`config.mk`:
```
export PLATFORM = sky130hd
export DESIGN_NAME = merlin_ibus_sram_ctrl_flat
export DESIGN_NICKNAME = d
export VERILOG_FILES = /design/src/rtl/merlin_ibus_sram_ctrl_pkg.sv /design/src/rtl/merlin_ibus_sram_ctrl_if.sv /design/src/rtl/merlin_ibus_sram_ctrl.sv /design/src/flat_wrapper.sv
export SDC_FILE = /design/constraint.sdc
export NUM_CORES = 1
export LEC_CHECK = 0
export BUFFER_PORTS_ARGS = -buffer_cell sky130_fd_sc_hd__buf_2
export CORE_ASPECT_RATIO = 1.4
export CORE_UTILIZATION = 43
export CTS_CLUSTER_SIZE = 24
export DETAILED_ROUTE_END_ITERATION = 6
export GPL_TIMING_DRIVEN = 1
export PLACE_DENSITY = 0.8
export SYNTH_ARGS = -nofsm -noshare
export SYNTH_HDL_FRONTEND = slang
export SYNTH_SLANG_ARGS = --single-unit
```
`constraint.sdc`:
```
create_clock -name clk_i -period 1.7 [get_ports clk_i]
set_input_delay 0.17 -clock clk_i [delete_from_list [all_inputs] [get_ports clk_i]]
set_output_delay 0.17 -clock clk_i [all_outputs]
set_load 0.005 [all_outputs]
```
`src/rtl/merlin_ibus_sram_ctrl_pkg.sv`:
```
// Shared definitions for the instruction-bus SRAM controller: bus width,
// privilege encoding and controller state encoding.
package merlin_ibus_sram_ctrl_pkg;

  localparam int unsigned RV_XLEN = 32;

  localparam logic [1:0] PRIV_USER = 2'b00;

  typedef enum logic [1:0] {
    IDLE = 2'd0,
    WAIT = 2'd1,
    RESP = 2'd2
  } state_t;

endpackage

```
`src/rtl/merlin_ibus_sram_ctrl_if.sv`:
```
// Instruction-bus request/response channel between the pre-fetch unit
// (master) and the SRAM controller (slave).
interface merlin_ibus_sram_ctrl_if;
  import merlin_ibus_sram_ctrl_pkg::*;

  logic               ireqready_o;
  logic               ireqvalid_i;
  logic [1:0]         ireqhpl_i;
  logic [RV_XLEN-1:0] ireqaddr_i;
  logic               irspready_i;
  logic               irspvalid_o;
  logic               irsprerr_o;
  logic [RV_XLEN-1:0] irspdata_o;

  modport slave (
    output ireqready_o,
    input  ireqvalid_i,
    input  ireqhpl_i,
    input  ireqaddr_i,
    input  irspready_i,
    output irspvalid_o,
    output irsprerr_o,
    output irspdata_o
  );

  modport master (
    input  ireqready_o,
    output ireqvalid_i,
    output ireqhpl_i,
    output ireqaddr_i,
    output irspready_i,
    input  irspvalid_o,
    input  irsprerr_o,
    input  irspdata_o
  );

endinterface

```
`src/rtl/merlin_ibus_sram_ctrl.sv`:
```
// Instruction-bus slave in front of a single-port synchronous SRAM: one
// outstanding fetch, optional wait states, range/alignment/privilege checks.
module merlin_ibus_sram_ctrl
  import merlin_ibus_sram_ctrl_pkg::*;
#(
  parameter int unsigned        C_WAIT_STATES = 0,
  parameter logic [RV_XLEN-1:0] C_MEM_BASE    = 32'h0000_0000,
  parameter int unsigned        C_MEM_SIZE_X  = 14,
  parameter logic [RV_XLEN-1:0] C_UMODE_BASE  = 32'h0000_2000
) (
  input  logic                    clk_i,
  input  logic                    reset_i,
  input  logic                    clk_en_i,
  merlin_ibus_sram_ctrl_if.slave  ibus,
  output logic                    sram_ce_o,
  output logic [C_MEM_SIZE_X-3:0] sram_addr_o,
  input  logic [31:0]             sram_rdata_i
);

  localparam logic [2:0] WAIT_LOAD =
    3'((C_WAIT_STATES == 0) ? 0 : (C_WAIT_STATES - 1));

  state_t             state_q, state_d;
  logic [2:0]         cnt_q, cnt_d;
  logic               err_q, err_d;
  logic               rd_pend_q;
  logic [RV_XLEN-1:0] rdata_q;
  logic               req_err;
  logic               accept;

  always_comb begin
    req_err = 1'b0;
    if ((ibus.ireqaddr_i >> C_MEM_SIZE_X) != (C_MEM_BASE >> C_MEM_SIZE_X))
      req_err = 1'b1;
    if (ibus.ireqaddr_i[1:0] != 2'b00)
      req_err = 1'b1;
    if ((ibus.ireqhpl_i == PRIV_USER) && (ibus.ireqaddr_i < C_UMODE_BASE))
      req_err = 1'b1;
  end

  assign ibus.ireqready_o = (state_q == IDLE) ||
                            ((state_q == RESP) && ibus.irspready_i);
  assign accept      = ibus.ireqvalid_i && ibus.ireqready_o && clk_en_i;
  assign sram_ce_o   = accept && !req_err;
  assign sram_addr_o = ibus.ireqaddr_i[C_MEM_SIZE_X-1:2];

  // A new accept always restarts the transaction, including the retiring
  // cycle of a previous response in RESP.
  always_comb begin
    state_d = state_q;
    cnt_d   = cnt_q;
    err_d   = err_q;
    if (accept) begin
      state_d = (C_WAIT_STATES == 0) ? RESP : WAIT;
      cnt_d   = WAIT_LOAD;
      err_d   = req_err;
    end else if (clk_en_i) begin
      case (state_q)
        WAIT: begin
          if (cnt_q == 3'd0) state_d = RESP;
          else               cnt_d   = cnt_q - 3'd1;
        end
        RESP: begin
          if (ibus.irspready_i) state_d = IDLE;
        end
        default: ;
      endcase
    end
  end

  always_ff @(posedge clk_i or posedge reset_i) begin
    if (reset_i) begin
      state_q   <= IDLE;
      cnt_q     <= 3'd0;
      err_q     <= 1'b0;
      rd_pend_q <= 1'b0;
      rdata_q   <= '0;
    end else if (clk_en_i) begin
      state_q   <= state_d;
      cnt_q     <= cnt_d;
      err_q     <= err_d;
      rd_pend_q <= sram_ce_o;
      if (rd_pend_q) rdata_q <= sram_rdata_i;
    end
  end

  // SRAM output is live only in the cycle after the read; later the copy in
  // rdata_q keeps the response stable under back-pressure.
  assign ibus.irspvalid_o = (state_q == RESP);
  assign ibus.irsprerr_o  = (state_q == RESP) && err_q;
  assign ibus.irspdata_o  = err_q     ? '0 :
                            rd_pend_q ? sram_rdata_i : rdata_q;

endmodule

```
`src/flat_wrapper.sv`:
```
// flat-port wrapper written by rule: the top's interface ports become plain ports
module merlin_ibus_sram_ctrl_flat import merlin_ibus_sram_ctrl_pkg::*;
#(
  parameter int unsigned        C_WAIT_STATES = 0,
  parameter logic [RV_XLEN-1:0] C_MEM_BASE    = 32'h0000_0000,
  parameter int unsigned        C_MEM_SIZE_X  = 14,
  parameter logic [RV_XLEN-1:0] C_UMODE_BASE  = 32'h0000_2000
)
  (clk_i, reset_i, clk_en_i, sram_ce_o, sram_addr_o, sram_rdata_i, ibus_ireqready_o, ibus_ireqvalid_i, ibus_ireqhpl_i, ibus_ireqaddr_i, ibus_irspready_i, ibus_irspvalid_o, ibus_irsprerr_o, ibus_irspdata_o);
  merlin_ibus_sram_ctrl_if ibus_i ();
  input  logic clk_i;
  input  logic reset_i;
  input  logic clk_en_i;
  output logic sram_ce_o;
  output logic [C_MEM_SIZE_X-3:0] sram_addr_o;
  input  logic [31:0] sram_rdata_i;
  output wire logic [$bits(ibus_i.ireqready_o)-1:0] ibus_ireqready_o;
  input wire logic [$bits(ibus_i.ireqvalid_i)-1:0] ibus_ireqvalid_i;
  input wire logic [$bits(ibus_i.ireqhpl_i)-1:0] ibus_ireqhpl_i;
  input wire logic [$bits(ibus_i.ireqaddr_i)-1:0] ibus_ireqaddr_i;
  input wire logic [$bits(ibus_i.irspready_i)-1:0] ibus_irspready_i;
  output wire logic [$bits(ibus_i.irspvalid_o)-1:0] ibus_irspvalid_o;
  output wire logic [$bits(ibus_i.irsprerr_o)-1:0] ibus_irsprerr_o;
  output wire logic [$bits(ibus_i.irspdata_o)-1:0] ibus_irspdata_o;
  assign ibus_ireqready_o = ibus_i.ireqready_o;
  assign ibus_i.ireqvalid_i = ibus_ireqvalid_i;
  assign ibus_i.ireqhpl_i = ibus_ireqhpl_i;
  assign ibus_i.ireqaddr_i = ibus_ireqaddr_i;
  assign ibus_i.irspready_i = ibus_irspready_i;
  assign ibus_irspvalid_o = ibus_i.irspvalid_o;
  assign ibus_irsprerr_o = ibus_i.irsprerr_o;
  assign ibus_irspdata_o = ibus_i.irspdata_o;
  merlin_ibus_sram_ctrl #(.C_WAIT_STATES(C_WAIT_STATES), .C_MEM_BASE(C_MEM_BASE), .C_MEM_SIZE_X(C_MEM_SIZE_X), .C_UMODE_BASE(C_UMODE_BASE)) u_core (.clk_i(clk_i), .reset_i(reset_i), .clk_en_i(clk_en_i), .ibus(ibus_i), .sram_ce_o(sram_ce_o), .sram_addr_o(sram_addr_o), .sram_rdata_i(sram_rdata_i));
endmodule
```
==> flow_summary_export.csv, run 1 <==
group,metric,value,unit
floorplan,die_area,0.004796,mm^2
floorplan,rows,28,
clock_tree,holdBufCountCts,1,
drt,routed_wl,3772,um
logic_synthesis,syn_area,0.001943,mm^2
clock_tree,clk_latency,0.28,ns
sta,finClkSkew,0.005193,ns
clock_tree,cts_root_buf,"clkbuf_8",
flow_run,cap_violations,0,
clock_tree,numCtsBuffers,5,
place,dp_hpwl,2903,um
pwr,power_density,604.9,mW/mm^2
place,place_congestion,0.7031,
logic_synthesis,synthAdderAreaFrac,0,
drt,wl_per_cell,11.71,um
worst_setup_path,start_kind,"flip-flop",
floorplan,initial_utilization,0.4546,
sta,max_freq,643.5,MHz
sta,tns,0,ns
place,dpl_cell_area,0.002412,mm^2
grt,grt_pass1_wl,5996,um
logic_synthesis,yosysWarnings,0,
floorplan,die_x,58.82,um
grt,overflow,0,
logic_synthesis,muxShareOfSynthArea,0.3503,
pwr,peakVddDrop,554.3,uV
grt,grt_pass1_vias,1470,
clock_tree,clock_path_buffers,2,
clock_tree,ctsResizeCount,0,
logic_synthesis,synth_xor_area_frac,0,
drt,vias_per_cell,4.720,
sta,min_period_over_period,0.9142,
floorplan,die_h,81.54,um
cells_and_area,post-route-util,0.5864,
drt,antenna_left,0,
logic_synthesis,yosysSeqAreaShare,0.4507,
cells_and_area,antenna-diode-count,0,
place,numPortBuffers,96,
sta,slew_headroom,0.7073,
worst_setup_path,crit_arrival,1.38,ns
sta,fin_hold_ws,0.1359,ns
drt,vias,1520,
floorplan,core-area,0.004274,mm^2
logic_synthesis,syn_nets,244,
floorplan,ios,119,
cells_and_area,area_delta_synth_final,28.98,%
drt,dr.pass1.iters,4,
pwr,p_leak,1.251,nW
cells_and_area,drive_above_1_share,0.5573,
logic_synthesis,netlist_instances,173,
logic_synthesis,synth-simple-area-share,0.1056,
sta,hold_viol,0,
run_status,status,"finished clean",
grt,grt_max_degree,36,
grt,antenna_found_initial,0,
worst_setup_path,cp_max_fo,18,
clock_tree,clk_pin_slew_worst_paths,0.07,ns
clock_tree,htree_levels,2,
clock_tree,postCtsSetupBuffers,0,
clock_tree,clock_sinks,35,
worst_setup_path,worstPathRequired,1.53,ns
worst_setup_path,crit_path_end_kind,"output port",
logic_synthesis,syn_area_per_cell,11.23,um^2
grt,grt_usage,0.1633,
cells_and_area,finalNetCount,332,
sta,setup_viol,0,
cells_and_area,fin_cells,322,
cells_and_area,nFillCells,402,
sta,rsz0062_at_grt,"false",
sta,fin_crit,1.554,ns
hold_path,hold_class,"in -> reg",
clock_tree,cts_tree,"yes",
sta,tightest_slew,0.4391,ns
cells_and_area,final_area,0.002506,mm^2
logic_synthesis,ys_types,20,
logic_synthesis,synth-compound-area-share,0.01932,
logic_synthesis,synth-seq-cells,35,
logic_synthesis,synth_top_family_by_area,"multiplexers",
worst_setup_path,critical_path_class,"reg -> out",
sta,slew_viol_final,0,
drt,drt-initial-drc-count,24,
place,post-place-cells,313,
drt,post-route-drc-count,0,
==> layout make-up <==
cell class,instances,area [um^2],share of cell area
multi-input cells,114,923.4,0.3684
flip-flops and latches,35,877.1,0.3500
repair buffers,104,543.0,0.2167
well taps,60,75.07,0.02996
clock buffers,5,68.82,0.02746
clock inverters,3,15.01,0.005991
inverters,1,3.754,0.001498
==> cell usage after synthesis <==
library cell / number / area [um^2]
o41ai_1: 1 / 8.760
inv_1: 1 / 3.750
nand3_1: 1 / 5.000
nor3_1: 1 / 5.000
mux2_2: 32 / 360.4
a22o_1: 1 / 8.760
clkbuf_1: 4 / 15.01
nand4_1: 1 / 6.260
buf_4: 12 / 90.09
and2_1: 1 / 6.260
nor2_1: 32 / 120.1
a31o_2: 1 / 8.760
dfrtp_1: 35 / 875.8
buf_2: 7 / 35.03
nand2_1: 2 / 7.510
nor4_1: 5 / 31.28
o41a_1: 1 / 11.26
mux2i_1: 32 / 320.3
nand2b_1: 2 / 12.51
or4_4: 1 / 11.26
==> cells by family (layout without fill, tap and decap cells) <==
group | after synthesis | count (layout)
mux | 64 | 64
simple gates | 46 | 46
flops | 35 | 35
buf+inv | 24 | 113
compound gates | 4 | 4
==> worst max-delay path, cell delays in order (launching register included) <==
cell and delay, ns:
dfrtp_2 0.38, buf_4 0.30, mux2i_1 0.23, nor2_1 0.06, buf_2 0.13
==> registers in the layout, indices dropped and copies added (netlist names) <==
register	flops
u_core.err_q	1
u_core.rdata_q	32
u_core.rd_pend_q	1
u_core.state_q	1
==> routing by layer <==
layer	wire, um	share of wire	global-route usage
met5	0	0	0
met4	74	0.020	0.09286
met3	161	0.043	0.02992
met2	2047	0.54	0.3080
met1	1489	0.39	0.1641
==> worst paths after layout <==
| kind | endpoint | startpoint | slack [ns] | cells after the start |
|---|---|---|---|---|
| worst min register to register | u_core.rdata_q[16] | u_core.rdata_q[16] | 0.50 | 1 |
| worst max register to register | u_core.rdata_q[22] | u_core.rd_pend_q | 0.47 | 3 |
| max in group asynchronous | u_core.rd_pend_q | reset_i | 0.83 | 4 |
| min in group asynchronous | u_core.rdata_q[11] | reset_i | 0.53 | 4 |
| worst max-delay path | ibus_irspdata_o[3] | u_core.rd_pend_q | 0.15 | 4 |
| worst min-delay path | u_core.rdata_q[6] | sram_rdata_i[6] | 0.14 | 2 |
==> cell usage in the layout (no fill, tap or decap) <==
| cell | instances |
|---|---|
| nand2_1 | 2 |
| clkbuf_8 | 5 |
| mux2_2 | 32 |
| nor4_1 | 5 |
| a31o_2 | 1 |
| o41ai_1 | 1 |
| inv_1 | 1 |
| o41a_1 | 1 |
| nand2b_1 | 2 |
| mux2i_1 | 32 |
| nand4_1 | 1 |
| nor2_1 | 32 |
| or4_4 | 1 |
| dlygate4sd3_1 | 1 |
| buf_2 | 96 |
| a22o_1 | 1 |
| nor3_1 | 1 |
| nand3_1 | 1 |
| dfrtp_1 | 34 |
| dfrtp_2 | 1 |
| buf_4 | 7 |
| clkinv_2 | 3 |
| and2_1 | 1 |
==> report_power, final <==
| part | leakage (nW) | switching (mW) | internal, mW |
|---|---|---|---|
| registers | 0.480 | 0.00254 | 0.835 |
| clock network | 0.0477 | 0.277 | 0.280 |
| logic | 0.724 | 0.0551 | 0.0661 |
==> per-stage QoR <==
step                total power [mW]  setup slack [ns]
floorplan                     0.9046            0.4067
global placement              0.9721            0.3630
detailed placement            0.9756            0.3553
CTS                            1.549            0.1040
global route                   1.595           0.04068
finish                         1.516            0.1459
Power figures use the tool's default switching activity.
==> run 2, diff against run 1 <==
clock period = 1.6 ns   (was 1.7 ns; I/O delays follow)
==> run 2 against run 1 <==
  * Sequential power increased by 6.2%
  * Register-to-register slack worse by 0.12 ns
  * Setup slack got worse by 0.039 ns
  * Sequential share of layout area is 0.23 points lower
  * Non-clock buffer count is 1 lower
  * Final cell count decreased by 0.31%
  * Clock-buffer cell count did not move
  * Die area is the same
  * Total power rose by 6.7%
==> flow_summary_export.csv, run 2 (same netlist as run 1, synthesis figures left out) <==
group,metric,value,unit
run_status,status,"finished clean",
worst_setup_path,start_kind,"flip-flop",
grt,grt_max_degree,36,
sta,tns,0,ns
hold_path,hold_class,"in -> reg",
drt,antenna_left,0,
floorplan,die_area,0.004796,mm^2
worst_setup_path,crit_arrival,1.33,ns
worst_setup_path,crit_path_end_kind,"output port",
floorplan,initial_utilization,0.4546,
grt,grt_usage,0.1705,
pwr,power.share.sequential,0.550,
grt,grt_pass1_vias,1484,
sta,fin_crit,1.493,ns
pwr,peakVddDrop,595.2,uV
clock_tree,htree_levels,2,
sta,hold_viol,0,
clock_tree,clk_pin_slew_worst_paths,0.07,ns
cells_and_area,final_area,0.002522,mm^2
hold_path,min_from,"sram_rdata_i[28]",
cells_and_area,largest_reg_flops,32,
sta,max_freq,669.9,MHz
clock_tree,cts_root_buf,"clkbuf_8",
clock_tree,clk_latency,0.27,ns
drt,drt-initial-drc-count,41,
drt,wl_per_cell,12.13,um
pwr,p_leak,1.250,nW
grt,overflow,0,
drt,vias_per_cell,4.850,
flow_run,cap_violations,0,
sta,setup_viol,0,
cells_and_area,drive_above_1_share,0.5632,
cells_and_area,layout_commonest_cell,"buf_2",
sta,rsz0062_at_grt,"false",
sta,slew_headroom,0.7110,
worst_setup_path,worstPathRequired,1.44,ns
cells_and_area,antenna-diode-count,0,
clock_tree,clock_path_buffers,2,
place,dpl_cell_area,0.002417,mm^2
cells_and_area,seq_area,877.1,um^2
drt,vias,1557,
floorplan,ios,119,
cells_and_area,finalNetCount,331,
sta,tightest_slew,0.4335,ns
pwr,p_sw_frac,0.2237,
pwr,p_clk_frac,0.369,
drt,routed_wl,3895,um
place,place_congestion,0.7555,
pwr,internal_power,1.256,mW
cells_and_area,multi_input_area,934.6,um^2
floorplan,rows,28,
floorplan,die_h,81.54,um
cells_and_area,nFillCells,389,
worst_setup_path,r2r_start,"u_core.rd_pend_q",
worst_setup_path,cp_max_fo,33,
clock_tree,cts_tree,"yes",
cells_and_area,final_cell_mix,"96 x buf_2, 34 x dfrtp_1, 32 x mux2_2, 32 x mux2i_1, 32 x nor2_1",
cells_and_area,area_delta_synth_final,29.81,%
place,numPortBuffers,96,
grt,antenna_found_initial,0,
sta,min_period_over_period,0.9330,
place,dp_hpwl,2920,um
pwr,combinationalPowerShare,0.081,
drt,post-route-drc-count,0,
sta,slew_viol_final,0,
grt,grt_pass1_wl,6265,um
sta,finClkSkew,0.002821,ns
clock_tree,postCtsSetupBuffers,0,
floorplan,die_x,58.82,um
pwr,power_density,641.2,mW/mm^2
worst_setup_path,critPathLaunch,"u_core.rd_pend_q",
clock_tree,clock_sinks,35,
worst_setup_path,critical_path_class,"reg -> out",
drt,dr.pass1.iters,4,
clock_tree,numCtsBuffers,5,
cells_and_area,top_register,"u_core.rdata_q",
pwr,power,1.617,mW
floorplan,core-area,0.004274,mm^2
pwr,p_sw,361.8,uW
run 2: changes by cell type in the layout (fill, tap and decap cells not counted):
cell / delta
nand3_2: +1
nor4_2: +1
nand3_1: -1
buf_4: -2
nor4_1: -1
buf_12: +1
run 2: power by group through the flow:
| stage | Sequential [mW] | Clock (mW) | Combinational (mW) |
|---|---|---|---|
| after floorplan | 0.907 | 0 | 0.0543 |
| final | 0.890 | 0.596 | 0.131 |
| after CTS | 0.890 | 0.623 | 0.132 |
| after detailed placement | 0.907 | 0 | 0.130 |
| after global placement | 0.906 | 0 | 0.127 |
| after global routing | 0.889 | 0.663 | 0.148 |
run 2: final timing paths:
kind	end	slack [ns]	depth (start not counted)
worst min-delay path	u_core.rdata_q[28]	0.12	2
max in group asynchronous	u_core.rd_pend_q	0.75	4
worst min register to register	u_core.rdata_q[16]	0.50	1
min in group asynchronous	u_core.rdata_q[14]	0.52	4
worst max-delay path	ibus_irspdata_o[20]	0.11	4
worst max register to register	u_core.rdata_q[6]	0.35	3
run 2: per-layer routing:
metal	vias up	GRT usage	share of wire
li1	768	-	-
met1	731	0.1769	0.39
met2	47	0.3114	0.54
met3	11	0.03780	0.049
met4	0	0.09524	0.023
met5	-	0	0
run 2: cell type report:
type | count | area share
sequential | 35 | 0.3477
tap | 60 | 0.02976
clock buffer | 5 | 0.02728
multi-input combinational | 114 | 0.3705
inverter | 1 | 0.001488
timing repair buffer | 103 | 0.2173
clock inverter | 3 | 0.005952
run 2: per-stage QoR:
step / cells / setup WS (ns) / utilization / hold slack, ns
6_report: 321 / 0.1071 / 0.5902 / 0.1225
5_1_grt: 321 / 0.002403 / 0.5902 / 0.1182
4_1_cts: 321 / 0.06350 / 0.5875 / 0.1110
3_5_place_dp: 312 / 0.2676 / 0.5656 / 0.2832
3_3_place_gp: 312 / 0.2815 / 0.5656 / 0.2775
2_1_floorplan: 173 / 0.3067 / - / 0.2997
run 2: repair_timing:
item | CTS | global route
endpoints found under the setup margin | 0 | 1
hold endpoints to repair | 35 | 0
gates resized for setup | 0 | 2
hold buffers | 1 | 0
run 2: critical path: stages, from the launching register on:
cell,delay [ns]
dfrtp_2,0.39
buf_12,0.24
mux2i_1,0.23
nor2_1,0.05
buf_2,0.12
==> run 3, diff against run 2 <==
CELL_PAD_IN_SITES_DETAIL_PLACEMENT = 0   (was default)
CELL_PAD_IN_SITES_GLOBAL_PLACEMENT = 1   (was default)
CORE_UTILIZATION = 31   (was 43)
PLACE_DENSITY = default   (was 0.8)
PLACE_DENSITY_LB_ADDON = 0.1   (was default)
==> run 3 against run 2 <==
  * Sequential share of layout area is 0.87 points lower
  * Clock-buffer cell count is 3 higher
  * Combinational power is 5% higher
  * Via count is 1.7% higher
  * Critical path depth stayed put
  * Wire length is 14% higher
  * Largest cell class unchanged
==> flow_summary_export.csv, run 3 (same netlist as run 1, synthesis figures left out) <==
group,metric,value,unit
run_status,status,"finished clean",
worst_setup_path,crit_chain,"nand2b_1, nand3_2, nor4_1, buf_2",
drt,routed_wl,4437,um
cells_and_area,antenna-diode-count,0,
pwr,p_sw,362.0,uW
grt,grt_usage,0.1375,
clock_tree,clk_latency,0.28,ns
pwr,combinationalPowerShare,0.080,
worst_setup_path,critical_path_class,"reg -> out",
grt,antenna_found_initial,0,
sta,slew_headroom,0.6494,
floorplan,core-area,0.005946,mm^2
clock_tree,clock_path_buffers,2,
floorplan,ios,119,
pwr,peakVddDrop,401.5,uV
floorplan,die_area,0.006593,mm^2
worst_setup_path,critPathMaxStageDelay,0.41,ns
sta,max_freq,677.3,MHz
grt,grt_max_degree,34,
worst_setup_path,r2r_end,"u_core.rdata_q[16]",
worst_setup_path,r2r_start,"u_core.rd_pend_q",
pwr,p_clk_frac,0.402,
hold_path,min_from,"sram_rdata_i[8]",
drt,vias,1583,
sta,setup_viol,0,
hold_path,min_path_cells,2,
cells_and_area,largest_reg_flops,32,
worst_setup_path,crit_arrival,1.32,ns
sta,hold_viol,0,
clock_tree,cts_tree,"yes",
worst_setup_path,start_kind,"flip-flop",
place,numPortBuffers,96,
clock_tree,cts_root_buf,"clkbuf_8",
clock_tree,clk_pin_slew_worst_paths,0.07,ns
clock_tree,clock_sinks,35,
drt,antenna_left,0,
sta,fin_crit,1.476,ns
sta,finClkSkew,0.005511,ns
pwr,internal_power,1.354,mW
pwr,p_sw_frac,0.2109,
floorplan,initial_utilization,0.3268,
cells_and_area,layout_commonest_cell,"buf_2",
worst_setup_path,crit_path_end_kind,"output port",
worst_setup_path,cp_top_family,"simple AND/OR/NAND/NOR gates",
clock_tree,htree_levels,2,
drt,dr.pass1.iters,4,
sta,min_period_over_period,0.9227,
grt,grt_pass1_wl,6734,um
sta,tns,0,ns
drt,drt-initial-drc-count,26,
worst_setup_path,reg2reg_depth,3,
floorplan,rows,33,
worst_setup_path,worstPathRequired,1.44,ns
place,dp_hpwl,3022,um
place,place_congestion,0.6647,
pwr,power_density,663.2,mW/mm^2
cells_and_area,finalNetCount,331,
sta,tightest_slew,0.5254,ns
drt,post-route-drc-count,0,
pwr,power.share.sequential,0.519,
grt,grt_pass1_vias,1484,
cells_and_area,final_cell_mix,"96 x buf_2, 34 x dfrtp_1, 32 x mux2_2, 32 x mux2i_1, 32 x nor2_1",
worst_setup_path,cp_max_fo,4,
pwr,p_leak,1.271,nW
floorplan,die_h,95.68,um
cells_and_area,area_delta_synth_final,33.16,%
worst_setup_path,ff2ff_setup_slack,0.31,ns
grt,overflow,0,
worst_setup_path,slowest_stage,"dfrtp_1",
flow_run,cap_violations,0,
clock_tree,numCtsBuffers,5,
drt,vias_per_cell,4.782,
sta,fin_hold_ws,0.1234,ns
sta,slew_viol_final,0,
worst_setup_path,cp_num_buf_inv,1,
hold_path,min_to,"u_core.rdata_q[8]",
hold_path,hold_class,"in -> reg",
sta,rsz0062_at_grt,"false",
cells_and_area,top_register,"u_core.rdata_q",
drt,wl_per_cell,13.40,um
floorplan,die_x,68.91,um
cells_and_area,drive_above_1_share,0.5556,
run 3: cell count changes in the layout (fill, tap and decap cells not counted), sizes merged:
cell	change
clkinv	-3
buf	-1
clkbuf	+4
run 3: power groups by stage:
stage	Clock [mW]	Combinational, mW	Sequential, mW
2_1_floorplan	0	0.0543	0.907
3_3_place_gp	0	0.136	0.907
3_5_place_dp	0	0.136	0.907
4_1_cts	0.723	0.139	0.890
5_1_grt	0.765	0.159	0.890
6_report	0.689	0.137	0.890
run 3: area by class of cell:
cell class	instances	area (um^2)
clock buffers	8	100.1
multi-input cells	114	928.4
well taps	70	87.58
fillers	632	3358
repair buffers	103	590.6
flip-flops and latches	35	877.1
inverters	1	3.754
run 3: worst max-delay path by stage:
stage | startpoint | to | slack (ns) | cells after the start
floorplan | u_core.rd_pend_q | u_core.rdata_q[0] | 0.31 | 4
global placement | ibus_ireqaddr_i[17] | sram_ce_o | 0.24 | 5
detailed placement | ibus_ireqaddr_i[17] | sram_ce_o | 0.24 | 5
CTS | u_core.state_q[1] | sram_ce_o | 0.05 | 4
global route | u_core.state_q[1] | sram_ce_o | 0.02 | 4
finish | u_core.state_q[1] | sram_ce_o | 0.12 | 4
run 3: per-layer routing:
| metal | wire, um | vias up | GRT usage |
|---|---|---|---|
| li1 | - | 761 | - |
| met1 | 1876 | 752 | 0.1584 |
| met2 | 2221 | 66 | 0.2354 |
| met3 | 312 | 4 | 0.04067 |
| met4 | 27 | 0 | 0.04762 |
| met5 | 0 | - | 0 |
run 3: metrics by stage:
stage	power, mW	instance area [um^2]	utilization	setup slack [ns]	cells
floorplan	0.9612	1943	-	0.3067	173
global placement	1.043	2447	0.4116	0.2445	321
detailed placement	1.043	2447	0.4116	0.2432	321
CTS	1.752	2557	0.4301	0.04560	330
global route	1.814	2587	0.4352	0.01559	331
finish	1.716	2587	0.4352	0.1236	331
run 3: timing repair:
action | CTS | global route
hold endpoints to repair | 11 | 0
setup endpoints to repair | 0 | 2
setup buffers | 0 | 0
hold buffers | 1 | 0
resized for setup | 0 | 1
